File: src/rtl/ic_refill_ctrl.sv
// Instruction-cache refill controller: victim choice, line fetch, tag/LRU update and whole-cache
// flush sequencing for a 4-way, 256-line, 16-byte-line cache.
package ic_refill_pkg;
    localparam int unsigned ADDR_BITS = 27;
    localparam int unsigned WAYS      = 4;
    localparam int unsigned TAG_BITS  = 15;

    typedef logic [7:0]                ic_line_t;
    typedef logic [1:0]                ic_way_t;
    typedef logic [1:0]                ic_waddr_t;
    typedef logic [WAYS-1:0][1:0]      ic_lru_t;   // rank of way i in [i]; 0 = most recent
    typedef struct packed {
        logic                valid;
        logic [TAG_BITS-1:0] tag;
    } ic_tag_entry_t;
endpackage

module ic_refill_ctrl
    import ic_refill_pkg::*;
(
    input  logic                 clk,
    input  logic                 rst,
    input  logic                 miss_valid,
    output logic                 miss_ready,
    input  logic [ADDR_BITS-1:0] miss_addr,
    input  logic                 flush_req,
    output logic                 flush_done,
    output ic_line_t             lk_line,
    input  ic_lru_t              lk_lru,
    input  logic [WAYS-1:0]      lk_valid,
    output logic                 mem_req_valid,
    input  logic                 mem_req_ready,
    output logic [ADDR_BITS-1:0] mem_req_addr,
    input  logic                 mem_rsp_valid,
    input  logic [31:0]          mem_rsp_data,
    output logic                 dw_en,
    output ic_way_t              dw_way,
    output ic_line_t             dw_line,
    output ic_waddr_t            dw_word,
    output logic [31:0]          dw_data,
    output logic                 tw_en,
    output logic                 tw_all,
    output ic_way_t              tw_way,
    output ic_line_t             tw_line,
    output ic_tag_entry_t        tw_entry,
    output logic                 lru_we,
    output ic_line_t             lru_line,
    output ic_lru_t              lru_wdata,
    output logic                 busy,
    output logic                 fill_done,
    output ic_way_t              fill_way
);

    typedef enum logic [2:0] {
        StIdle, StFlush, StLookup, StInval, StReq, StFill, StCommit
    } state_e;

    state_e                state_q, state_d;
    logic [TAG_BITS-1:0]   tag_q;
    ic_line_t              line_q;
    ic_way_t               victim_q;
    ic_lru_t               lru_q;
    ic_waddr_t             beat_q;
    ic_line_t              flush_cnt_q;

    ic_way_t               victim_sel;
    logic                  found_invalid;
    ic_lru_t               lru_upd;
    ic_lru_t               lru_reset_val;

    // Prefer an empty way; only evict the least-recently-used way when all are valid.
    always_comb begin
        victim_sel    = '0;
        found_invalid = 1'b0;
        for (int i = 0; i < WAYS; i++) begin
            if (!found_invalid && !lk_valid[i]) begin
                victim_sel    = ic_way_t'(i);
                found_invalid = 1'b1;
            end
        end
        if (!found_invalid) begin
            for (int i = 0; i < WAYS; i++) begin
                if (lk_lru[i] == 2'(WAYS - 1)) victim_sel = ic_way_t'(i);
            end
        end
    end

    always_comb begin
        lru_upd       = lru_q;
        lru_reset_val = '0;
        for (int i = 0; i < WAYS; i++) begin
            lru_reset_val[i] = ic_way_t'(i);
            if (ic_way_t'(i) == victim_q) begin
                lru_upd[i] = '0;
            end else if (lru_q[i] < lru_q[victim_q]) begin
                lru_upd[i] = lru_q[i] + 2'd1;
            end
        end
    end

    always_comb begin
        state_d       = state_q;
        miss_ready    = 1'b0;
        flush_done    = 1'b0;
        lk_line       = line_q;
        mem_req_valid = 1'b0;
        mem_req_addr  = '0;
        dw_en         = 1'b0;
        dw_way        = '0;
        dw_line       = '0;
        dw_word       = '0;
        dw_data       = '0;
        tw_en         = 1'b0;
        tw_all        = 1'b0;
        tw_way        = '0;
        tw_line       = '0;
        tw_entry      = '0;
        lru_we        = 1'b0;
        lru_line      = '0;
        lru_wdata     = '0;
        busy          = (state_q != StIdle);
        fill_done     = 1'b0;
        fill_way      = '0;

        unique case (state_q)
            StIdle: begin
                lk_line    = miss_addr[11:4];
                miss_ready = !flush_req;
                if (flush_req)       state_d = StFlush;
                else if (miss_valid) state_d = StLookup;
            end
            StFlush: begin
                tw_en     = 1'b1;
                tw_all    = 1'b1;
                tw_line   = flush_cnt_q;
                lru_we    = 1'b1;
                lru_line  = flush_cnt_q;
                lru_wdata = lru_reset_val;
                if (flush_cnt_q == 8'hff) begin
                    flush_done = 1'b1;
                    state_d    = StIdle;
                end
            end
            StLookup: state_d = StInval;
            StInval: begin
                // Invalidate before fetching so a partially written line can never hit.
                tw_en   = 1'b1;
                tw_way  = victim_q;
                tw_line = line_q;
                state_d = StReq;
            end
            StReq: begin
                mem_req_valid = 1'b1;
                mem_req_addr  = {tag_q, line_q, 4'b0000};
                if (mem_req_ready) state_d = StFill;
            end
            StFill: begin
                if (mem_rsp_valid) begin
                    dw_en   = 1'b1;
                    dw_way  = victim_q;
                    dw_line = line_q;
                    dw_word = beat_q;
                    dw_data = mem_rsp_data;
                    if (beat_q == 2'd3) state_d = StCommit;
                end
            end
            StCommit: begin
                tw_en     = 1'b1;
                tw_way    = victim_q;
                tw_line   = line_q;
                tw_entry  = '{valid: 1'b1, tag: tag_q};
                lru_we    = 1'b1;
                lru_line  = line_q;
                lru_wdata = lru_upd;
                fill_done = 1'b1;
                fill_way  = victim_q;
                state_d   = StIdle;
            end
            default: state_d = StIdle;
        endcase

        // Reset forces every output low, regardless of the state being left.
        if (rst) begin
            miss_ready    = 1'b0;
            flush_done    = 1'b0;
            lk_line       = '0;
            mem_req_valid = 1'b0;
            mem_req_addr  = '0;
            dw_en         = 1'b0;
            dw_way        = '0;
            dw_line       = '0;
            dw_word       = '0;
            dw_data       = '0;
            tw_en         = 1'b0;
            tw_all        = 1'b0;
            tw_way        = '0;
            tw_line       = '0;
            tw_entry      = '0;
            lru_we        = 1'b0;
            lru_line      = '0;
            lru_wdata     = '0;
            busy          = 1'b0;
            fill_done     = 1'b0;
            fill_way      = '0;
        end
    end

    always_ff @(posedge clk) begin
        if (rst) begin
            state_q     <= StIdle;
            tag_q       <= '0;
            line_q      <= '0;
            victim_q    <= '0;
            lru_q       <= '0;
            beat_q      <= '0;
            flush_cnt_q <= '0;
        end else begin
            state_q <= state_d;
            unique case (state_q)
                StIdle: begin
                    if (!flush_req && miss_valid) begin
                        tag_q  <= miss_addr[26:12];
                        line_q <= miss_addr[11:4];
                    end
                end
                StFlush:  flush_cnt_q <= flush_cnt_q + 8'd1;
                StLookup: begin
                    victim_q <= victim_sel;
                    lru_q    <= lk_lru;
                end
                StFill: begin
                    if (mem_rsp_valid) beat_q <= beat_q + 2'd1;
                end
                default: ;
            endcase
        end
    end

endmodule

File: config.mk
export PLATFORM = sky130hd
export DESIGN_NAME = ic_refill_ctrl
export DESIGN_NICKNAME = d
export VERILOG_FILES = /design/src/rtl/ic_refill_ctrl.sv
export SDC_FILE = /design/constraint.sdc
export NUM_CORES = 1
export LEC_CHECK = 0
export ABC_AREA = 1
export CELL_PAD_IN_SITES_DETAIL_PLACEMENT = 1
export CELL_PAD_IN_SITES_GLOBAL_PLACEMENT = 1
export CORE_MARGIN = 4
export CORE_UTILIZATION = 24
export DETAILED_ROUTE_END_ITERATION = 10
export PLACE_DENSITY_LB_ADDON = 0.1
export SYNTH_ARGS = -nofsm -noshare
export SYNTH_HDL_FRONTEND = slang
export SYNTH_SLANG_ARGS = --single-unit
File: constraint.sdc
create_clock -name clk -period 3.7 [get_ports clk]
set_clock_uncertainty 0.05 [all_clocks]
set_input_delay 0.925 -clock clk [delete_from_list [all_inputs] [get_ports clk]]
set_output_delay 0.925 -clock clk [all_outputs]
set_load 0.01 [all_outputs]
Word level (Yosys, flattened, before mapping)
Cells that the tools add are included.

Register bits: 46. Input bits: 77. Output and inout port bits: 132. Logic and storage cells: 136.

Add/sub/neg operators: 6. Magnitude comparators: 5. Equality and inequality tests: 20. Mux-type cells: 76. Reduce and logical (&&, ||, !) cells: 19.

Operators by type and width (count): 2-to-1 mux 32 bit (3); 2-to-1 mux 8 bit (8); 2-to-1 mux 27 bit (2); 2-to-1 mux 2 bit (26); case mux 8 bit (2 select lines) (3); 2-to-1 mux 16 bit (2); 2-to-1 mux 1 bit (24); 2-to-1 mux 3 bit (6); case mux 3 bit (6 select lines) (1); adder 2 x 1 -> 2 bit, second input constant (5); equality test 2 bit, second input constant (5); equality test 3 bit, second input constant (3); adder 8 x 1 -> 8 bit, second input constant (1); equality test 8 bit, second input constant (1); less-than comparator 2 bit (4); inequality test 2 bit, second input constant (4); equality test 3 x 2 -> 1 bit, second input constant (2); logical NOT 1 bit (6); AND reduction 5 bit (1); binary-select mux 2 bit (select 2 bit) (1); equality test 2 bit, first input constant (2); logical AND 1 bit (4); AND reduction 2 bit (2); OR reduction 2 bit (2); other kinds (8) (8).

Longest topological paths before layout
Depth in word-level cells: 14. Gate-level depth with buffers: 11.

Worst setup path after synthesis
OpenSTA, ideal clock, no wires.

Path type: reg2out. Start point: register victim_q[1]. End point: output port lru_wdata[3] (netlist name). Data arrival time: 1.905 ns. Data required time: 2.725 ns. Path slack: 0.820 ns. Stages on the path, launching flop included: 9. Buffers on the path: 0. Cell sequence: dfxtp_1 -> clkinv_1 -> nand2_1 -> o21ai_0 -> a211oi_1 -> ha_1 -> nor3_1 -> xor2_1 -> nor2_1.

RTL lines: start: declaration (line 61) `ic_way_t victim_q;`; start signal: assignment (line 228) `victim_q <= victim_sel;`; end: declaration (line 48) `output ic_lru_t lru_wdata,`.

Worst setup path after layout
Start point: input port rst. End point: output port dw_data[21].

Cells in the longest elaborated chain, start to end: 1.

RTL lines: start: declaration (line 22) `input logic rst,`; 2-to-1 mux 32 bit (line 183) `if (rst) begin`; end: declaration (line 40) `output logic [31:0] dw_data,`.

Every way passes these cells.

==> flow_metrics.tcl <==
set metrics [dict create \
    wl_per_cell_um 15.35 \
    synth_top_area_share_pct 30.56 \
    diodes 0 \
    grt_use_met3_pct 5.844 \
    cellLeakagePower_nw 2.670 \
    dr.pass1.iters 4 \
    drive_above_1_share_pct 7.670 \
    cap_violations 0 \
    relSlewSlack_pct 46.89 \
    num_vias 3938 \
    gp_congestion 0.8130 \
    worst_slew_pin_slew_ns 0.7939 \
    synth_edf_count 0 \
    crit_type "in2out" \
    ys_types 31 \
    required_ns 2.72 \
    yosysMostFrequentCell "nor2_1" \
    vdd_ir_drop_max_uv 158.2 \
    period_minus_slack_ns 3.619 \
    fp.dieW_um 120.0 \
    reg2reg_from "state_q[1]" \
    fmax_mhz 276.3 \
    cts_tree "yes" \
    final-hold-violation-count 0 \
    cts_made_buffers 5 \
    ys.flop_type "dfxtp_1" \
    drv_slew 0 \
    worst-r2r-cell-count 6 \
    start_kind "input pin" \
    startpoint "rst" \
    boundaryPins 209 \
    vias_per_cell 4.516 \
    gr-usage-met1_pct 20.01 \
    wl_um 13380 \
    grt_max_degree 47 \
    grt_use_total_pct 18.07 \
    clock_path_buffers 2 \
    drt-initial-drc-count 131 \
    cts.sinks 46 \
    finalPower_w 0.001790 \
    core_area_um2 12160 \
    fin_setup_tns_ns 0 \
    synth_warnings 0 \
    globalRouteMet2Util_pct 32.74 \
    busiest_layer "met2" \
    clock_latency_ns 0.28 \
    grt_pass1_wl_um 21200 \
    n_fill_cell 1567 \
    dieArea_um2 14410 \
    cp-end-kind "output pin" \
    ys_seq_elements 46 \
    fp.dieH_um 120.0 \
    critical_path_arrival_ns 2.64 \
    drc 0 \
    place.port_buffers 200 \
    endpoint "dw_data[21]" \
    synth_seq_area_share_pct 30.56 \
    holdBufCountCts 0 \
    final_util_pct 45.97 \
    antenna_found_initial 0 \
    synth_area_leader_cell "dfxtp_1" \
    ff2ff_setup_slack_ns 1.57 \
    fin_crit_sh_pct 97.82 \
    min_path_type "reg2reg" \
    timing.rr.end "tag_q[4]" \
    cp_max_fo 33 \
    row_count 40 \
    ys_async_sr_fraction_pct 0 \
    initial_core_util_pct 24.77 \
    power_density_nw_per_um2 320.1 \
    ys_top_cells_by_count "nor2_1 (102), inv_1 (89), a21oi_1 (56), nand2_1 (54), o21ai_0 (52)" \
    setup_violations 0 \
    cts-root-buf "clkbuf_16" \
    antenna_left 0 \
    grt_pass1_vias 4129 \
    syn_avg_cell_area_um2 6.038 \
    overflow 0 \
    syn-instance-count 499 \
    synth_area_leaders "dfxtp_1 (31%), nor2_1 (13%), inv_1 (11%)" \
    cts-htree-levels 2 \
    area_growth_pct 85.55 \
    netlist_area_um2 3013 \
    clkSlewWorstSetupHoldPaths_ns 0.06 \
    status "completed" \
    fin_nets 787 \
    dp_hpwl_um 10710 \
]
-- cell usage in the layout (no fill, tap or decap), types with 2 or more instances in the layout --
master / count
nand2_1: 53
clkdlybuf4s50_1: 162
xor2_1: 2
buf_12: 6
o21ai_1: 3
nor2_4: 2
inv_4: 2
inv_2: 4
o21ai_0: 52
nor2_2: 4
o22ai_1: 16
a21oi_2: 2
dlymetal6s2s_1: 26
nand3_1: 11
clkbuf_16: 5
conb_1: 4
inv_1: 87
nor2_1: 102
nand4_1: 2
dfxtp_1: 44
a21oi_1: 56
buf_6: 2
ha_1: 6
nand2_2: 3
dlygate4sd2_1: 12
buf_4: 15
nor3_1: 9
-- report_power, final --
part | switching (W) | internal [W] | leakage [nW]
clock | 0.000187 | 0.000334 | 0.0829
sequential | 0.0000419 | 0.000563 | 0.377
combinational | 0.000379 | 0.000285 | 2.21
total | 0.000608 | 0.00118 | 2.67
-- timing repair --
| item | 4_1_cts | 5_1_grt |
|---|---|---|
| pin swaps | 1 | 1 |
| buffers inserted | 0 | 1 |
| endpoints found under the setup margin | 39 | 31 |
| resized for setup | 16 | 34 |
-- final cells by class --
class	count	area, um^2	share of cell area, %
Clock inverter	1	30.03	0.5372
Sequential cell	46	925.9	16.56
Inverter	94	361.6	6.468
Clock buffer	6	138.9	2.484
Timing Repair Buffer	223	2307	41.27
Tap cell	168	210.2	3.760
Multi-Input combinational cell	334	1617	28.92
-- kinds of logic after synthesis --
group,Yosys count,synth area share [%]
and+or+nand+nor,189,26.25
AOI/OAI and AO/OA,133,23.42
buffers and inverters,122,16.57
DFF,46,30.56
adders and majority gates,6,2.492
xor gates and xnor gates,2,0.5815
other,1,0.1245
-- per-stage QoR --
stage / cell area (um^2) / hold slack [ns] / instances / setup WS (ns)
6_report: 5590 / 0.4286 / 872 / 0.08054
4_1_cts: 5502 / 0.4326 / 871 / 0.00004396
3_5_place_dp: 5333 / 0.4239 / 864 / -0.05399
3_3_place_gp: 5333 / 0.4083 / 864 / -0.04099
2_1_floorplan: 3024 / 0.3973 / 502 / 0.8205
5_1_grt: 5590 / 0.4505 / 872 / -0.002597
-- critical path, stage by stage --
cell and delay, ns:
clkdlybuf4s50_1 0.44, buf_12 0.17, nor2_2 0.15, inv_2 0.10
buf_12 0.18, nor2_1 0.12, clkdlybuf4s50_1 0.55
-- metal layers --
layer,up-vias,wire length (um)
met5,-,0
met2,120,6840
met3,20,1017
li1,1978,-
met4,0,312
met1,1820,5213
-- how the worst min path moves through the flow --
stage / from / end / slack [ns] / cells after the start
CTS: tag_q[3] / tag_q[3] / 0.43 / 2
floorplan: flush_cnt_q[0] / flush_cnt_q[0] / 0.40 / 1
finish: tag_q[3] / tag_q[3] / 0.43 / 2
global placement: tag_q[1] / tag_q[1] / 0.41 / 2
global route: beat_q[1] / beat_q[1] / 0.45 / 2
detailed placement: tag_q[3] / tag_q[3] / 0.42 / 2
-- flip-flops by register name, summed over array words and instances (netlist names) --
signal / flops
victim_q: 2
tag_q: 15
line_q: 8
lru_q: 8
flush_cnt_q: 8
beat_q: 2
state_q: 3
(Power assumes the default switching activity.)
